File: config.mk
export PLATFORM = sky130hd
export DESIGN_NAME = fetch_unit_flat
export DESIGN_NICKNAME = d
export VERILOG_FILES = /design/src/rtl/cpu_pkg.sv /design/src/rtl/fetch_unit_if.sv /design/src/rtl/fetch_fifo.sv /design/src/rtl/fetch_unit.sv /design/src/flat_wrapper.sv
export SDC_FILE = /design/constraint.sdc
export NUM_CORES = 1
export LEC_CHECK = 0
export CORE_ASPECT_RATIO = 0.6
export CORE_MARGIN = 2
export CORE_UTILIZATION = 30
export DETAILED_ROUTE_END_ITERATION = 7
export DONT_BUFFER_PORTS = 1
export GPL_TIMING_DRIVEN = 0
export SLEW_MARGIN = 20
export SYNTH_ARGS = -nofsm -noshare
export SYNTH_HDL_FRONTEND = slang
export SYNTH_SLANG_ARGS = --single-unit
File: constraint.sdc
create_clock -name clk -period 5.4 [get_ports clk]
set_input_delay 0.54 -clock clk [delete_from_list [all_inputs] [get_ports clk]]
set_output_delay 0.54 -clock clk [all_outputs]
set_load 0.02 [all_outputs]
File: src/rtl/cpu_pkg.sv
// rtl/cpu_pkg.sv - shared fetch/decode types, widths and PC helpers
package cpu_pkg;

  localparam int INST_ADDR_WIDTH = 32;
  localparam int INST_DATA_WIDTH = 32;

  typedef struct packed {
    logic [INST_ADDR_WIDTH-1:0] pc;
    logic [INST_DATA_WIDTH-1:0] instr;
  } If_Id_t;

  typedef enum logic [1:0] {
    S_IDLE  = 2'd0,
    S_FETCH = 2'd1,
    S_STALL = 2'd2
  } fetch_state_e;

  // Instructions are word aligned; low two address bits are forced to zero.
  function automatic logic [INST_ADDR_WIDTH-1:0] pc_align(
    input logic [INST_ADDR_WIDTH-1:0] pc
  );
    return pc & ~(INST_ADDR_WIDTH'(3));
  endfunction

endpackage

File: src/rtl/fetch_unit_if.sv
// rtl/fetch_unit_if.sv - fetch unit bundle: IMEM port, redirect, decode handshake
interface fetch_unit_if #(
  parameter int XLEN     = 32,
  parameter int IADDR_W  = 10,
  parameter int FQ_DEPTH = 4
);
  import cpu_pkg::*;

  localparam int CNT_W = $clog2(FQ_DEPTH) + 1;

  logic               start;
  logic               imem_en;
  logic [IADDR_W-1:0] imem_addr;
  logic [XLEN-1:0]    imem_data;
  logic               redirect_valid;
  logic [XLEN-1:0]    redirect_pc;
  logic               id_valid;
  logic               id_ready;
  If_Id_t             id_payld;
  logic [CNT_W-1:0]   fq_count;

  modport master (
    input  start, imem_data, redirect_valid, redirect_pc, id_ready,
    output imem_en, imem_addr, id_valid, id_payld, fq_count
  );

  modport slave (
    output start, imem_data, redirect_valid, redirect_pc, id_ready,
    input  imem_en, imem_addr, id_valid, id_payld, fq_count
  );

endinterface

File: src/rtl/fetch_fifo.sv
// rtl/fetch_fifo.sv - fetch queue between IMEM response and decode
module fetch_fifo #(
  parameter type T     = logic [31:0],
  parameter int  DEPTH = 4
) (
  input  logic                   clk,
  input  logic                   rst,
  input  logic                   i_flush,
  input  logic                   i_push,
  input  T                       i_push_data,
  input  logic                   i_pop,
  output T                       o_head,
  output logic [$clog2(DEPTH):0] o_count
);

  localparam int PTR_W = $clog2(DEPTH);
  localparam int CNT_W = PTR_W + 1;

  T                 r_mem [DEPTH];
  logic [PTR_W-1:0] r_wr_ptr;
  logic [PTR_W-1:0] r_rd_ptr;
  logic [CNT_W-1:0] r_count;
  logic             w_push_ok;
  logic             w_pop_ok;

  // Flush wins over a simultaneous push; the pushed entry belongs to the squashed path.
  assign w_push_ok = i_push && !i_flush && (r_count != CNT_W'(DEPTH));
  assign w_pop_ok  = i_pop && !i_flush && (r_count != '0);

  always_ff @(posedge clk or negedge rst) begin
    if (!rst) begin
      r_wr_ptr <= '0;
      r_rd_ptr <= '0;
      r_count  <= '0;
    end else if (i_flush) begin
      r_wr_ptr <= '0;
      r_rd_ptr <= '0;
      r_count  <= '0;
    end else begin
      if (w_push_ok) r_wr_ptr <= r_wr_ptr + PTR_W'(1);
      if (w_pop_ok)  r_rd_ptr <= r_rd_ptr + PTR_W'(1);
      case ({w_push_ok, w_pop_ok})
        2'b10:   r_count <= r_count + CNT_W'(1);
        2'b01:   r_count <= r_count - CNT_W'(1);
        default: r_count <= r_count;
      endcase
    end
  end

  always_ff @(posedge clk) begin
    if (w_push_ok) r_mem[r_wr_ptr] <= i_push_data;
  end

  assign o_head  = r_mem[r_rd_ptr];
  assign o_count = r_count;

endmodule

File: src/rtl/fetch_unit.sv
// rtl/fetch_unit.sv - credit-based instruction fetch with redirect and decode queue
module fetch_unit
  import cpu_pkg::*;
#(
  parameter int              XLEN     = 32,
  parameter int              IADDR_W  = 10,
  parameter int              FQ_DEPTH = 4,
  parameter logic [XLEN-1:0] RESET_PC = 32'h0000_0000
) (
  input  logic         clk,
  input  logic         rst,
  fetch_unit_if.master fbus
);

  localparam int CNT_W = $clog2(FQ_DEPTH) + 1;
  localparam int CR_W  = CNT_W + 1;

  fetch_state_e     r_state;
  fetch_state_e     w_state_nxt;
  logic [XLEN-1:0]  r_pc;
  logic [XLEN-1:0]  r_inflight_pc;
  logic             r_inflight;
  logic [CNT_W-1:0] w_count;
  logic [CR_W-1:0]  w_credit;
  logic             w_has_credit;
  logic             w_issue;
  logic             w_push;
  logic             w_pop;
  logic             w_id_valid;
  If_Id_t           w_push_data;
  If_Id_t           w_head;

  // Credit counts the slot reserved by a request whose data has not landed yet.
  assign w_credit     = CR_W'(FQ_DEPTH) - {1'b0, w_count} - CR_W'(r_inflight);
  assign w_has_credit = (w_credit != '0);

  always_comb begin
    w_state_nxt = r_state;
    w_issue     = 1'b0;
    if (!fbus.start) begin
      w_state_nxt = S_IDLE;
    end else begin
      case (r_state)
        S_IDLE:  w_state_nxt = S_FETCH;
        S_FETCH: if (!w_has_credit) w_state_nxt = S_STALL;
        S_STALL: if (w_has_credit) w_state_nxt = S_FETCH;
        default: w_state_nxt = S_IDLE;
      endcase
    end
    if (fbus.start && w_has_credit && !fbus.redirect_valid && (r_state != S_IDLE))
      w_issue = 1'b1;
  end

  always_ff @(posedge clk or negedge rst) begin
    if (!rst) begin
      r_state       <= S_IDLE;
      r_pc          <= RESET_PC;
      r_inflight    <= 1'b0;
      r_inflight_pc <= '0;
    end else begin
      r_state    <= w_state_nxt;
      r_inflight <= w_issue;
      if (w_issue) r_inflight_pc <= r_pc;
      if (fbus.redirect_valid)
        r_pc <= pc_align(fbus.redirect_pc);
      else if (w_issue)
        r_pc <= r_pc + XLEN'(4);
    end
  end

  // A response landing in a redirect cycle is from the old path and is dropped.
  assign w_push      = r_inflight && !fbus.redirect_valid;
  assign w_push_data = '{pc: r_inflight_pc, instr: fbus.imem_data};
  assign w_id_valid  = (w_count != '0);
  assign w_pop       = w_id_valid && fbus.id_ready;

  fetch_fifo #(
    .T     (If_Id_t),
    .DEPTH (FQ_DEPTH)
  ) u_fifo (
    .clk         (clk),
    .rst         (rst),
    .i_flush     (fbus.redirect_valid),
    .i_push      (w_push),
    .i_push_data (w_push_data),
    .i_pop       (w_pop),
    .o_head      (w_head),
    .o_count     (w_count)
  );

  assign fbus.imem_en   = w_issue;
  assign fbus.imem_addr = r_pc[IADDR_W+1:2];
  assign fbus.id_valid  = w_id_valid;
  assign fbus.id_payld  = w_head;
  assign fbus.fq_count  = w_count;

endmodule

File: src/flat_wrapper.sv
// flat-port wrapper written by rule: the top's interface ports become plain ports
module fetch_unit_flat import cpu_pkg::*;
#(
  parameter int              XLEN     = 32,
  parameter int              IADDR_W  = 10,
  parameter int              FQ_DEPTH = 4,
  parameter logic [XLEN-1:0] RESET_PC = 32'h0000_0000
)
  (clk, rst, fbus_start, fbus_imem_data, fbus_redirect_valid, fbus_redirect_pc, fbus_id_ready, fbus_imem_en, fbus_imem_addr, fbus_id_valid, fbus_id_payld, fbus_fq_count);
  fetch_unit_if #(.XLEN(XLEN), .IADDR_W(IADDR_W), .FQ_DEPTH(FQ_DEPTH)) fbus_i ();
  input  logic clk;
  input  logic rst;
  input wire logic [$bits(fbus_i.start)-1:0] fbus_start;
  input wire logic [$bits(fbus_i.imem_data)-1:0] fbus_imem_data;
  input wire logic [$bits(fbus_i.redirect_valid)-1:0] fbus_redirect_valid;
  input wire logic [$bits(fbus_i.redirect_pc)-1:0] fbus_redirect_pc;
  input wire logic [$bits(fbus_i.id_ready)-1:0] fbus_id_ready;
  output wire logic [$bits(fbus_i.imem_en)-1:0] fbus_imem_en;
  output wire logic [$bits(fbus_i.imem_addr)-1:0] fbus_imem_addr;
  output wire logic [$bits(fbus_i.id_valid)-1:0] fbus_id_valid;
  output wire logic [$bits(fbus_i.id_payld)-1:0] fbus_id_payld;
  output wire logic [$bits(fbus_i.fq_count)-1:0] fbus_fq_count;
  assign fbus_i.start = fbus_start;
  assign fbus_i.imem_data = fbus_imem_data;
  assign fbus_i.redirect_valid = fbus_redirect_valid;
  assign fbus_i.redirect_pc = fbus_redirect_pc;
  assign fbus_i.id_ready = fbus_id_ready;
  assign fbus_imem_en = fbus_i.imem_en;
  assign fbus_imem_addr = fbus_i.imem_addr;
  assign fbus_id_valid = fbus_i.id_valid;
  assign fbus_id_payld = fbus_i.id_payld;
  assign fbus_fq_count = fbus_i.fq_count;
  fetch_unit #(.XLEN(XLEN), .IADDR_W(IADDR_W), .FQ_DEPTH(FQ_DEPTH), .RESET_PC(RESET_PC)) u_core (.clk(clk), .rst(rst), .fbus(fbus_i));
endmodule
# ---- Word level (Yosys, flattened, before mapping)
# Memories as Yosys holds them, arrays and structs flattened.
# Cells that the tools add are included.
dict set report classes {
  addsub 7
  n_eq_ne 7
  muxes 15
  n_reduce_logical 19
}
# cell count
set op_table {}
lappend op_table {{32-bit 2-to-1 mux} 2}
lappend op_table {{32-bit by 3-bit adder with 32-bit output (second input constant)} 1}
lappend op_table {{2-bit 2-to-1 mux} 7}
lappend op_table {{1-bit logical AND} 9}
lappend op_table {{2-bit nonzero test} 4}
lappend op_table {{3-bit inequality test (second input constant)} 2}
lappend op_table {{2-bit one-hot mux with 3 select lines} 1}
lappend op_table {{3-bit one-hot mux with 2 select lines} 1}
lappend op_table {{3-bit nonzero test} 2}
lappend op_table {{2-bit by 1-bit adder with 2-bit output (second input constant)} 2}
lappend op_table {{2-bit by 1-bit == test with 1-bit output (second input constant)} 2}
lappend op_table {{2-bit == test (second input constant)} 2}
lappend op_table {{4-bit nonzero test} 1}
lappend op_table {{3-bit by 3-bit subtractor with 4-bit output (first input constant)} 1}
lappend op_table {{4-bit by 1-bit subtractor with 4-bit output} 1}
lappend op_table {{3-bit by 1-bit adder with 3-bit output (second input constant)} 1}
lappend op_table {{1-bit 2-to-1 mux} 3}
lappend op_table {{3-bit 2-to-1 mux} 1}
lappend op_table {{3-bit by 2-bit inequality test with 1-bit output (second input constant)} 1}
lappend op_table {{3-bit by 1-bit subtractor with 3-bit output (second input constant)} 1}
lappend op_table {{2-bit zero test} 1}
lappend op_table {{2-bit AND reduction} 1}
lappend op_table {{1-bit zero test} 1}
dict set report word_totals {
  ff_bits 74
  ram_bits 256
  inputBits 69
  out_inout_bits 79
  word_cells 56
  mem_count 1
}
# name depth width read_ports rd_clocked_by_memory_dff wr line_no
set mem_list {}
lappend mem_list {u_core.u_fifo.r_mem 4 64 1 0 1 fetch_fifo.sv:19} ;# T r_mem [DEPTH];

# ---- Logic depth before layout (Yosys ltp)
dict set report logic_depth {
  depth_word 9
  mapped_depth 9
  ltp_nobuf 7
}

# ---- Cells and area by module
# Synthesis repeated with hierarchy kept, for this count alone.
dict set report unflattened {
  hier_cells 701
  hier_area_um2 13007.5
}
# module n_inst cells_each area_each_um2 seq_area_each_um2
set modules_own_cells {}
lappend modules_own_cells {fetch_fifo 1 397 9809.4 7862.5}
lappend modules_own_cells {fetch_unit 1 304 3198.1 1576.5}

# ---- Least setup slack after synthesis
# OpenSTA, ideal clock, no wires.
dict set report synth_path {
  path_kind {reg2reg}
  start {register u_core.u_fifo.r_count[2], in the netlist u_core.u_fifo.o_count[2]}
  end {memory u_core.u_fifo.r_mem[0][0] (netlist name), enable pin}
  setup_time_ps 427
  arrival_ps 2720
  t_required_ps 4973
  slack_ps 2253
  path_stages_with_launch 7
  synth_period_minus_slack_ps 3147
  path_cell_list {dfrtp_1 buf_2 or3b_1 clkbuf_1 nand2_1 nor2_1 and2_1}
}
dict set report synth_between {
  elab_chain_len 4
}
# element line_no
set synth_lines {}
lappend synth_lines {{start, declared} fetch_fifo.sv:22} ;# logic [CNT_W-1:0] r_count;
lappend synth_lines {{start signal, assigned} fetch_fifo.sv:43} ;# 2'b10: r_count <= r_count + CNT_W'(1);
lappend synth_lines {{start signal, assigned} fetch_fifo.sv:44} ;# 2'b01: r_count <= r_count - CNT_W'(1);
lappend synth_lines {{start signal, assigned} fetch_fifo.sv:45} ;# default: r_count <= r_count;
lappend synth_lines {{3-bit inequality test} fetch_fifo.sv:27} ;# assign w_push_ok = i_push && !i_flush && (r_count != CNT_W'(DEPTH));
lappend synth_lines {{1-bit logical AND} fetch_fifo.sv:27}
lappend synth_lines {{1-bit 2-to-1 mux} fetch_fifo.sv:51} ;# if (w_push_ok) r_mem[r_wr_ptr] <= i_push_data;
lappend synth_lines {{1-bit 2-to-1 mux (implied by the code)} fetch_fifo.sv:51}
lappend synth_lines {{end, declared} fetch_fifo.sv:19}
# Every way passes these cells.

# ---- Worst setup path after layout
dict set report layout_path {
  start {register u_core.u_fifo.r_count[0], in the netlist u_core.u_fifo.o_count[0]}
  end {output fbus_imem_en}
}
dict set report layout_between {
  elab_chain_len 7
}
# element line_no
set layout_lines {}
lappend layout_lines {{3-bit by 3-bit subtractor with 4-bit output} fetch_unit.sv:34} ;# assign w_credit = CR_W'(FQ_DEPTH) - {1'b0, w_count} - CR_W'(r_inflight);
lappend layout_lines {{4-bit by 1-bit subtractor with 4-bit output} fetch_unit.sv:34}
lappend layout_lines {{4-bit nonzero test} fetch_unit.sv:35} ;# assign w_has_credit = (w_credit != '0);
lappend layout_lines {{1-bit logical AND (3 in a row)} fetch_unit.sv:50} ;# if (fbus.start && w_has_credit && !fbus.redirect_valid && (r_state != S_IDLE))
lappend layout_lines {{1-bit 2-to-1 mux} fetch_unit.sv:50}
lappend layout_lines {{end, declared} flat_wrapper.sv:18} ;# output wire logic [$bits(fbus_i.imem_en)-1:0] fbus_imem_en;
# Every way passes these cells.

==> results.cfg <==
[yosys]
yosysSeqAreaShare_pct = 72.0
yosysUniqueCellTypes = 62
synth_edf_count = 248
avgSynthCellArea_um2 = 18.1
synth_async_sr_flop_share_pct = 22.0
ys_ff_latch = 318
synth_top_cells_by_count = edfxtp_1, dfrtp_1, mux4_2
ys_top_cells_by_area = edfxtp_1, dfrtp_1, mux4_2
yosys_warnings = 0
synth_area_leader_cell = edfxtp_1
yosysTopAreaCellShare_pct = 58.3
yosysMostFrequentCell = edfxtp_1
synth_flop_cell = edfxtp_1
synth_cells = 704
netlist_area_um2 = 12800

[cells_and_area]
final.fill_count = 4008
finalNetCount = 824
stdcell_count = 1342
syn_to_final_growth_pct = 15.6
design_area_um2 = 14800
diodes = 0
drive_above_1_share_pct = 22.2

[grt]
antenna_found_initial = 0
overflow = 0
first_global_vias = 6736
grt.total_usage_pct = 13.6
grt_pass1_wl_mm = 44.4
grt_max_degree = 71

[timing]
rsz0062_at_grt = false
finalClockSkew_ns = 0.0144
clock.fmax_mhz = 290
maxSlewHeadroom_pct = 35.2
finalSetupTns_ns = 0
hold_slack_ns = 0.121
hold_viol = 0
post-route-min-period_ns = 3.45
setup_viol = 0
worst_pin_slew_ns = 0.965
min_period_over_period_pct = 63.9
maxSlewViolCount = 0

[routing]
ant_nets = 0
wl_per_cell_um = 22.4
met2_length_mm = 13.8
routed-via-count = 6648
wl_met3_mm = 1.88
drt-pass1-iter-count = 5
highest_layer = met4
finalWirelength_mm = 30.1
m1WireLength_mm = 13.9
drt_iter0_markers = 597
vias_per_cell = 4.95
drc_errors = 0

[critical_path]
cp_slowest_stage_delay_ns = 0.62
crit_path_end_kind = primary output
critPathSlowestCell = dfrtp_1
crit_type = register to primary output
path_cells = inv_1 -> ha_1 -> ha_1 -> or2_1 -> o21ai_2 -> nor2_1 -> buf_2
worstPathArrival_ns = 2.91
worstSetupStartpointType = register
required_ns = 4.86
cp_max_fo = 11
crit_top_cell = ha_1

[floorplan]
dieWidth_um = 270
coreArea_um2 = 41900
floorplan.initialDensity_pct = 30.4
die_area_um2 = 44300
die_h_um = 164
io_pins = 148
core.rowCount = 58

[cts]
cts_sinks = 318
clockRootBuffer = clkbuf_16
cts_max_level = 2
clockBufferDepth = 3
clk_latency_ns = 0.52
clkTransAtPathRegs_ns = 0.06
post_cts_resized = 0
tritoncts = built
numCtsBuffers = 34

[pwr]
peakVddDrop_v = 0.000210
total_power_w = 0.00713
cellPowerDensity_nw_per_um2 = 483
cellLeakagePower_nw = 4.73

[status]
status = finished clean

[run]
maxCapViolCount = 0

[place]
postPlaceCellArea_um2 = 13600
dpl.hpwl_mm = 19.6
place_inst = 1279
numPortBuffers = 0
place.gp.congestion = 0.796

[min_path]
hp-class = primary input to register
what timing repair did:
action,4_1_cts,5_1_grt
setup buffers,0,0
hold endpoints to repair,70,0
hold buffers,2,0
layout make-up:
cell class                 instances  area (um2)  area share [%]
buffer                            48         248            1.68
clock buffer                      40         895            6.06
multi-input combinational        328        3290            22.3
timing repair buffer               6         148            1.00
sequential                       318        9200            62.3
clock inverter                    21         223            1.51
inverter                          11        41.3           0.280
tap                              570         713            4.83
worst max-delay path, delay by kind of cell (launching register included):
kind            cells  cell delay [ns]
flops               1             0.62
fa+ha+maj           2             0.51
simple gates        2             0.45
buf+inv             2             0.41
compound gates      1             0.41
power breakdown:
group / total [W] / switching, W / internal (W)
sequential: 0.00326 / 0.000254 / 0.00300
clock: 0.00235 / 0.000960 / 0.00139
combinational: 0.00153 / 0.000938 / 0.000591
total: 0.00713 / 0.00215 / 0.00498
kinds of logic (layout without fill, tap and decap cells):
family | Yosys count | after routing | synth area share (%)
AOI/OAI and AO/OA | 74 | 74 | 4.13
buffers and inverters | 59 | 126 | 2.26
DFF | 318 | 318 | 72.0
xor gates and xnor gates | 12 | 12 | 0.882
and+or+nand+nor | 138 | 138 | 6.08
muxes | 93 | 93 | 13.7
other | 1 | 2 | 0.0294
adders and majority gates | 9 | 9 | 0.921
worst paths after layout:
check                                          from                    endpoint  slack, ns  cells past startpoint
min in group asynchronous                       rst              u_core.r_pc[9]       0.61                      2
max                        u_core.u_fifo.o_count[0]                fbus_imem_en       1.95                      7
min                              fbus_imem_data[20]  u_core.u_fifo.r_mem[2][20]       0.12                      0
min reg2reg                 u_core.r_inflight_pc[6]  u_core.u_fifo.r_mem[3][38]       0.52                      0
max in group asynchronous                       rst             u_core.r_pc[12]       4.47                      2
max reg2reg                u_core.u_fifo.o_count[0]             u_core.r_pc[17]       2.29                      9
metal layers:
metal,track usage (%),up-vias
met5,0,-
met4,3.37,0
met3,4.01,44
met2,20.7,189
met1,19.0,3491
li1,-,2924
placed cells by master, fill, tap and decap left out, types with 11 or more instances in the layout:
cell type	instances
nand2_1	19
edfxtp_1	248
o31ai_1	15
nand4_1	11
clkbuf_16	35
a31oi_1	12
clkbuf_1	28
buf_4	12
dfrtp_1	70
buf_2	12
nand3_1	23
nor2_1	26
mux2_1	11
mux2_2	19
mux4_2	62
through the flow:
| step | utilization, % | setup WS, ns |
|---|---|---|
| floorplan | - | 2.25 |
| global placement | 32.2 | 0.638 |
| detailed placement | 32.4 | 2.34 |
| CTS | 35.2 | 1.92 |
| global route | 35.2 | 1.81 |
| finish | 35.2 | 1.95 |
sequential cells by signal, indices dropped and copies added, names as in the netlist:
register                count
u_core.r_inflight           1
u_core.r_inflight_pc       30
u_core.u_fifo.r_wr_ptr      2
u_core.u_fifo.r_mem       248
u_core.u_fifo.r_rd_ptr      2
u_core.r_state              2
u_core.u_fifo.o_count       3
u_core.r_pc                30
(Power assumes the default switching activity.)
